--- src/rtl/mem_port_scheduler.sv ---
// Shares one main-memory request port between the I-cache and D-cache: round-robin grant,
// source-tagged requests, per-source read throttling and response-beat steering by tag.
module mem_port_scheduler #(
    parameter int ADDR_W  = 28,
    parameter int TAG_W   = 5,
    parameter int BEATS   = 4,
    parameter int MAX_OUT = 2
) (
    input  logic              clk,
    input  logic              reset,
    input  logic              ic_req_valid,
    output logic              ic_req_ready,
    input  logic [ADDR_W-1:0] ic_req_addr,
    output logic              ic_resp_valid,
    input  logic              dc_req_valid,
    output logic              dc_req_ready,
    input  logic              dc_req_rw,
    input  logic [ADDR_W-1:0] dc_req_addr,
    output logic              dc_resp_valid,
    output logic              mem_req_valid,
    input  logic              mem_req_ready,
    output logic              mem_req_rw,
    output logic [ADDR_W-1:0] mem_req_addr,
    output logic [TAG_W-1:0]  mem_req_tag,
    input  logic              mem_req_data_valid,
    input  logic              mem_req_data_ready,
    input  logic              mem_resp_valid,
    input  logic [TAG_W-1:0]  mem_resp_tag,
    output logic              resp_err,
    output logic [1:0]        o_dbg_state
);

    localparam int SEQ_W  = TAG_W - 1;
    localparam int CNT_W  = $clog2(MAX_OUT + 1);
    localparam int BEAT_W = (BEATS > 1) ? $clog2(BEATS) : 1;
    localparam logic [CNT_W-1:0]  MAX_C     = CNT_W'(MAX_OUT);
    localparam logic [BEAT_W-1:0] LAST_BEAT = BEAT_W'(BEATS - 1);

    typedef enum logic [1:0] {
        S_IDLE  = 2'd0,
        S_REQ   = 2'd1,
        S_WDATA = 2'd2
    } state_t;

    state_t             r_state;
    state_t             w_next;
    logic               r_src;
    logic               r_rr;
    logic [SEQ_W-1:0]   r_ic_seq;
    logic [SEQ_W-1:0]   r_dc_seq;
    logic [CNT_W-1:0]   r_ic_out;
    logic [CNT_W-1:0]   r_dc_out;
    logic [BEAT_W-1:0]  r_wbeat;
    logic [BEAT_W-1:0]  r_rbeat;
    logic               r_err;

    logic               w_src;
    logic               w_pick;
    logic               w_ic_elig;
    logic               w_dc_elig;
    logic               w_mem_valid;
    logic               w_rw;
    logic               w_issue;
    logic               w_wbeat_hs;
    logic               w_resp_last;
    logic               w_ic_inc;
    logic               w_dc_inc;
    logic               w_ic_dec;
    logic               w_dc_dec;
    logic [SEQ_W-1:0]   w_seq_sel;

    // Writes bypass the outstanding-read limit; when both are eligible the one not served last wins.
    assign w_ic_elig  = ic_req_valid && (r_ic_out < MAX_C);
    assign w_dc_elig  = dc_req_valid && (dc_req_rw || (r_dc_out < MAX_C));
    assign w_pick     = (w_ic_elig && w_dc_elig) ? ~r_rr : w_dc_elig;
    assign w_wbeat_hs = mem_req_data_valid && mem_req_data_ready;

    // Request handshake: a transfer happens on a rising edge where mem_req_valid && mem_req_ready;
    // once mem_req_valid rises it stays high with stable addr/rw/tag until that edge, and the
    // granted cache sees its *_req_ready high only in that transfer cycle.
    always_comb begin
        w_next      = r_state;
        w_src       = r_src;
        w_mem_valid = 1'b0;
        case (r_state)
            S_IDLE: begin
                if (reset && (w_ic_elig || w_dc_elig)) begin
                    w_src       = w_pick;
                    w_mem_valid = 1'b1;
                    w_next      = S_REQ;
                end
            end
            S_REQ: w_mem_valid = 1'b1;
            S_WDATA: begin
                if (w_wbeat_hs && (r_wbeat == LAST_BEAT)) w_next = S_IDLE;
            end
            default: w_next = S_IDLE;
        endcase
        w_rw    = w_src & dc_req_rw;
        w_issue = w_mem_valid && mem_req_ready;
        if (w_issue) w_next = w_rw ? S_WDATA : S_IDLE;
    end

    assign w_seq_sel     = w_src ? r_dc_seq : r_ic_seq;
    assign mem_req_valid = w_mem_valid;
    assign mem_req_rw    = w_mem_valid & w_rw;
    assign mem_req_addr  = w_mem_valid ? (w_src ? dc_req_addr : ic_req_addr) : '0;
    assign mem_req_tag   = w_mem_valid ? {w_seq_sel, w_src} : '0;
    assign ic_req_ready  = w_issue && !w_src;
    assign dc_req_ready  = w_issue && w_src;
    assign ic_resp_valid = mem_resp_valid && !mem_resp_tag[0];
    assign dc_resp_valid = mem_resp_valid && mem_resp_tag[0];
    assign resp_err      = r_err;
    assign o_dbg_state   = r_state;

    assign w_resp_last = mem_resp_valid && (r_rbeat == LAST_BEAT);
    assign w_ic_inc    = w_issue && !w_src && !w_rw;
    assign w_dc_inc    = w_issue && w_src && !w_rw;
    assign w_ic_dec    = w_resp_last && !mem_resp_tag[0];
    assign w_dc_dec    = w_resp_last && mem_resp_tag[0];

    // Same-cycle issue and retire cancel; a retire against zero holds zero (flagged via r_err).
    function automatic logic [CNT_W-1:0] next_out(input logic [CNT_W-1:0] cur,
                                                  input logic inc, input logic dec);
        logic [CNT_W-1:0] n;
        n = cur;
        if (inc && (!dec || (cur == '0))) n = cur + 1'b1;
        else if (!inc && dec && (cur != '0)) n = cur - 1'b1;
        return n;
    endfunction

    always_ff @(posedge clk or negedge reset) begin
        if (!reset) begin
            r_state  <= S_IDLE;
            r_src    <= 1'b0;
            r_rr     <= 1'b0;
            r_ic_seq <= '0;
            r_dc_seq <= '0;
            r_ic_out <= '0;
            r_dc_out <= '0;
            r_wbeat  <= '0;
            r_rbeat  <= '0;
            r_err    <= 1'b0;
        end else begin
            r_state <= w_next;
            r_src   <= w_src;
            if (w_issue) begin
                r_rr <= w_src;
                if (w_src) r_dc_seq <= r_dc_seq + 1'b1;
                else       r_ic_seq <= r_ic_seq + 1'b1;
            end
            if ((r_state == S_WDATA) && w_wbeat_hs)
                r_wbeat <= (r_wbeat == LAST_BEAT) ? '0 : r_wbeat + 1'b1;
            if (mem_resp_valid)
                r_rbeat <= (r_rbeat == LAST_BEAT) ? '0 : r_rbeat + 1'b1;
            r_ic_out <= next_out(r_ic_out, w_ic_inc, w_ic_dec);
            r_dc_out <= next_out(r_dc_out, w_dc_inc, w_dc_dec);
            if ((w_ic_dec && (r_ic_out == '0)) || (w_dc_dec && (r_dc_out == '0)))
                r_err <= 1'b1;
        end
    end

endmodule
--- config.mk ---
export PLATFORM = sky130hd
export DESIGN_NAME = mem_port_scheduler
export DESIGN_NICKNAME = d
export VERILOG_FILES = /design/src/rtl/mem_port_scheduler.sv
export SDC_FILE = /design/constraint.sdc
export NUM_CORES = 1
export LEC_CHECK = 0
export BUFFER_PORTS_ARGS = -buffer_cell sky130_fd_sc_hd__buf_4
export CORE_UTILIZATION = 44
export DETAILED_ROUTE_END_ITERATION = 10
export PLACE_DENSITY = 0.86
export SLEW_MARGIN = 20
export SYNTH_ARGS = -nofsm -noshare
export SYNTH_HDL_FRONTEND = slang
export SYNTH_SLANG_ARGS = --single-unit
--- constraint.sdc ---
create_clock -name clk -period 3.16 [get_ports clk]
set_clock_uncertainty 0.15 [all_clocks]
set_input_delay 0.632 -clock clk [delete_from_list [all_inputs] [get_ports clk]]
set_output_delay 0.632 -clock clk [all_outputs]
set_load 0.1 [all_outputs]
==> results.sh, run 1 <==
export IMPL_final_common_cell="buf_4"
export IMPL_fmax_mhz=325
export IMPL_layout_nets=389
export IMPL_slew_viol_final=0
export IMPL_avgSynthCellArea_um2=7.52
export IMPL_n_antenna_cell=0
export IMPL_worstSetupEndpointType="primary output"
export IMPL_synth_warnings=0
export IMPL_cts_tree="done"
export IMPL_ys_ff_latch=21
export IMPL_grt_usage=0.245
export IMPL_ioPinCount=112
export IMPL_yosys_most_used_dff="dfrtp_1"
export IMPL_drive_gt1_frac=0.535
export IMPL_gp_congestion=0.726
export IMPL_max_cap_viol_count=0
export IMPL_layout_common_cells="buf_4 (84), nand2_1 (68), a21oi_4 (30), buf_6 (28), dfrtp_1 (19)"
export IMPL_antenna_found_initial=0
export IMPL_insertion_delay_ns=0.30
export IMPL_port_buffers=107
export IMPL_initialDrtViolationCount=74
export IMPL_clk_path_buf_depth=2
export IMPL_cts_resized=0
export IMPL_hold_violations=0
export IMPL_synth_edff_count=0
export IMPL_grt_pass1_wl_um=6970
export IMPL_dieArea_um2=3810
export IMPL_synth_nets=283
export IMPL_netlist_area_leader_share=0.334
export IMPL_syn_to_final_growth_pct=86.3
export IMPL_timing_slew_headroom=0.797
export IMPL_setup_violations=0
export IMPL_async_flop_share=1.00
export IMPL_critPathKind="reg2out"
export IMPL_post_dp_hpwl_um=3920
export IMPL_fin_setup_tns_ns=0
export IMPL_syn_inst=209
export IMPL_rsz0062_at_grt="no"
export IMPL_synth_cell_types=42
export IMPL_synth_area_leaders="dfrtp_1 (33%), nand2_1 (16%), a21oi_1 (12%)"
export IMPL_synth_largest_area_cell="dfrtp_1"
export IMPL_initial_core_util=0.464
export IMPL_post_place_ws_ns=0.147
export IMPL_core_area_um2=3390
export IMPL_grt_pass1_vias=1664
export IMPL_start_kind="flip-flop"
export IMPL_ant_nets=0
export IMPL_drc_errors=0
export IMPL_ys_seq_area_frac=0.334
export IMPL_cts_root_buf="clkbuf_4"
export IMPL_wl_per_cell_um=14.4
export IMPL_viasPerCell=5.32
export IMPL_cp_arrival_ns=2.29
export IMPL_worstPathMaxFanout=23
export IMPL_cts_hold_buffers=0
export IMPL_clkTransAtPathRegs_ns=0.12
export IMPL_worst_pin_slew_ns=0.304
export IMPL_worst_ep_required_time_ns=2.38
export IMPL_status="finished clean"
export IMPL_first_pass_iters=4
export IMPL_min_period_over_period=0.973
export IMPL_via_count=1915
export IMPL_hold_class="in2async"
export IMPL_placementRows=21
export IMPL_drt_total_wl_um=5190
export IMPL_numCtsBuffers=3
export IMPL_htreeDepth=1
export IMPL_syn_area_um2=1570
export IMPL_grt_max_degree=25
export IMPL_min_period_ns=3.08
export IMPL_cts_setup_buffers=0
export IMPL_gr_total_overflow=0
export IMPL_clkSinkCount=21
export IMPL_fp_dieW_um=61.8
export IMPL_setup_slack_ns=0.0840
export IMPL_die_h_um=61.8
worst paths after layout:
path / from / end / slack (ns) / cells after the start
worst max register to register: o_dbg_state[0]$_DFFE_PN0P_ / r_dc_seq[1]$_DFFE_PN0P_ / 0.91 / 7
min in group clk: resp_err$_DFFE_PN0P_ / resp_err$_DFFE_PN0P_ / 0.35 / 1
max in group asynchronous: reset / o_dbg_state[0]$_DFFE_PN0P_ / 2.49 / 2
worst min-delay path: reset / o_dbg_state[1]$_DFFE_PN0P_ / 0.13 / 2
worst min register to register: resp_err$_DFFE_PN0P_ / resp_err$_DFFE_PN0P_ / 0.35 / 1
worst max-delay path: o_dbg_state[0]$_DFFE_PN0P_ / mem_req_addr[20] / 0.08 / 8
routing by layer:
layer	global-route usage	wire, um	up-vias
met5	0	0	-
met4	0.0603	49	0
met3	0.0518	314	6
met2	0.470	2820	71
met1	0.275	2010	912
li1	-	-	926
synth_stat cells, types with 2 or more instances:
| library cell | number |
|---|---|
| a21oi_1 | 38 |
| and3_1 | 3 |
| and3_4 | 2 |
| buf_2 | 6 |
| buf_6 | 2 |
| clkbuf_1 | 4 |
| dfrtp_1 | 21 |
| ha_1 | 4 |
| inv_1 | 4 |
| mux2_2 | 4 |
| nand2_1 | 68 |
| nand3_1 | 3 |
| nand4_1 | 5 |
| nor2_1 | 4 |
| nor2b_1 | 2 |
| nor3_1 | 5 |
| nor3b_1 | 2 |
| or3_1 | 2 |
| xnor2_1 | 5 |
| xor2_1 | 3 |
kinds of logic after synthesis:
logic type,count (synthesis),share of synthesized area
flip-flops,21,0.334
XOR/XNOR,8,0.0446
AO/OA/AOI/OAI,48,0.178
multiplexers,5,0.0358
buffers and inverters,19,0.0637
AND/OR/NAND/NOR,104,0.312
adder cells (fa/ha/maj),4,0.0318
critical path, cell delays in order, from the launching register on:
cell,delay [ns]
dfrtp_2,0.47
nor3b_1,0.31
nand4_1,0.17
and2_4,0.18
inv_2,0.15
buf_12,0.18
nand2_1,0.10
a21oi_4,0.14
buf_4,0.30
registers in the layout, indices dropped and copies added (netlist names):
name         flops
r_ic_out         2
r_ic_seq         4
r_wbeat          2
r_rr             1
resp_err         1
r_dc_seq         4
o_dbg_state      2
r_src            1
r_rbeat          2
r_dc_out         2
layout make-up:
type,count,area (um2)
clock buffers,3,22.5
flip-flops and latches,21,528
multi-input cells,169,1300
clock inverters,1,5.00
repair buffers,114,986
fillers,179,462
inverters,6,25.0
well taps,46,57.6
through the flow:
| stage | std cells | cell area (um2) | hold slack (ns) | utilization |
|---|---|---|---|---|
| floorplan | 209 | 1930 | 0.186 | - |
| CTS | 360 | 2820 | 0.131 | 0.833 |
| finish | 360 | 2930 | 0.133 | 0.864 |
| global placement | 356 | 2800 | 0.309 | 0.825 |
| global route | 360 | 2930 | 0.134 | 0.864 |
| detailed placement | 356 | 2800 | 0.314 | 0.825 |
Power of run 1 is left out: the tool's default activity adds up to more than one toggle a clock period on the data nets, which glitch-free logic cannot reach.
==> inputs of run 2 (changes only) <==
Settings changed: CORE_UTILIZATION 44 to 34, PLACE_DENSITY 0.86 to 0.7.
==> run 2 against run 1 <==
  * Register-to-register slack better by 0.03 ns
  * Largest cell class unchanged
  * Cell area fell by 1.9%
  * Non-clock buffer count grew 1
  * Highest routed layer unchanged
==> results.sh, run 2 (synthesized netlist as in run 1, its figures left out) <==
export IMPL_cts_setup_buffers=0
export IMPL_cts_tree="done"
export IMPL_clk_path_buf_depth=2
export IMPL_critPathKind="reg2out"
export IMPL_viasPerCell=5.07
export IMPL_antenna_found_initial=0
export IMPL_cp_slowest_cell="dfrtp_2"
export IMPL_min_period_ns=3.01
export IMPL_timing_slew_headroom=0.805
export IMPL_dieArea_um2=4900
export IMPL_hold_class="in2async"
export IMPL_setup_violations=0
export IMPL_grt_util_met2=0.333
export IMPL_worstSetupEndpointType="primary output"
export IMPL_drive_gt1_frac=0.537
export IMPL_grt_pass1_wl_um=7760
export IMPL_cts_root_buf="clkbuf_8"
export IMPL_insertion_delay_ns=0.26
export IMPL_worstPathMaxFanout=14
export IMPL_layout_nets=390
export IMPL_min_period_over_period=0.952
export IMPL_post_dp_hpwl_um=3760
export IMPL_cts_hold_buffers=0
export IMPL_die_h_um=70.0
export IMPL_max_cap_viol_count=0
export IMPL_wl_per_cell_um=13.3
export IMPL_via_count=1861
export IMPL_grt_util_met3=0.0462
export IMPL_syn_to_final_growth_pct=82.8
export IMPL_busiest_layer="met2"
export IMPL_fmax_mhz=332
export IMPL_slew_viol_final=0
export IMPL_ff2ff_setup_slack_ns=0.94
export IMPL_fin_cells=367
export IMPL_place_area_um2=2820
export IMPL_drt_total_wl_um=4860
export IMPL_critPathBufInv=2
export IMPL_worst_ep_required_time_ns=2.38
export IMPL_grt_pass1_vias=1716
export IMPL_gr_total_overflow=0
export IMPL_cp_arrival_ns=2.23
export IMPL_drc_errors=0
export IMPL_grtUsageMet1=0.244
export IMPL_n_antenna_cell=0
export IMPL_initial_core_util=0.358
export IMPL_gp_congestion=0.777
export IMPL_final_common_cell="buf_4"
export IMPL_ioPinCount=112
export IMPL_final_area_um2=2870
export IMPL_clkTransAtPathRegs_ns=0.08
export IMPL_path_common_cell="buf_4"
export IMPL_start_kind="flip-flop"
export IMPL_grt_max_degree=29
export IMPL_htreeDepth=1
export IMPL_clkSinkCount=21
export IMPL_place_inst=363
export IMPL_rsz0062_at_grt="no"
export IMPL_fin_setup_tns_ns=0
export IMPL_first_pass_iters=5
export IMPL_fp_dieW_um=70.0
export IMPL_layout_common_cells="buf_4 (111), nand2_1 (68), a21oi_4 (30), dfrtp_1 (19), a21oi_1 (6)"
export IMPL_placementRows=24
export IMPL_grt_usage=0.192
export IMPL_crit_chain="nor3b_1 -> a31o_2 -> and2_4 -> buf_4 -> nand2_1 -> a21oi_4 -> buf_4"
export IMPL_final_util=0.655
export IMPL_status="finished clean"
export IMPL_hold_violations=0
export IMPL_worst_pin_slew_ns=0.292
export IMPL_port_buffers=107
export IMPL_core_area_um2=4380
export IMPL_numCtsBuffers=3
export IMPL_crit_family="simple AND/OR/NAND/NOR gates"
export IMPL_top_regs="r_dc_seq x4, r_ic_seq x4"
export IMPL_initialDrtViolationCount=68
export IMPL_max_stage_delay_ns=0.45
export IMPL_ant_nets=0
==> run 2: worst paths after layout <==
check,start,end,depth (start not counted)
worst max-delay path,o_dbg_state[0]$_DFFE_PN0P_,mem_req_addr[14],7
worst min-delay path,reset,r_rbeat[1]$_DFFE_PN0P_,2
worst max register to register,o_dbg_state[0]$_DFFE_PN0P_,r_dc_seq[1]$_DFFE_PN0P_,7
worst min register to register,r_ic_seq[3]$_DFFE_PN0P_,r_ic_seq[3]$_DFFE_PN0P_,1
max in group asynchronous,reset,o_dbg_state[1]$_DFFE_PN0P_,2
min in group clk,r_ic_seq[3]$_DFFE_PN0P_,r_ic_seq[3]$_DFFE_PN0P_,1
==> run 2: repair_timing <==
item,CTS,global route
endpoints found under the hold margin,0,0
gates resized for setup,0,1
endpoints found under the setup margin,0,1
==> run 2: worst reg2reg max path, stage by stage, from the launching register on <==
cell	delay, ns
dfrtp_2	0.45
nor3b_1	0.29
a31o_2	0.21
and2_4	0.24
inv_2	0.08
buf_4	0.17
and3_4	0.20
mux2_1	0.32
==> run 2: final cells by class <==
cell class | count | area, um2
tap | 52 | 65.1
clock buffer | 3 | 41.3
multi-input combinational | 169 | 1300
fill | 381 | 1510
clock inverter | 1 | 5.00
sequential | 21 | 528
timing repair buffer | 115 | 905
inverter | 6 | 25.0
==> run 2: metrics by stage <==
stage	setup WS [ns]	hold WS, ns
floorplan	-0.0662	0.186
global placement	0.173	0.311
detailed placement	0.169	0.314
CTS	0.134	0.200
global route	0.00997	0.217
finish	0.151	0.191
==> run 2: layer usage <==
metal	part of all wire	vias to the layer above
li1	-	923
met1	0.44	872
met2	0.49	62
met3	0.056	4
met4	0.0051	0
met5	0	-
Power of run 2 is left out for the same reason.
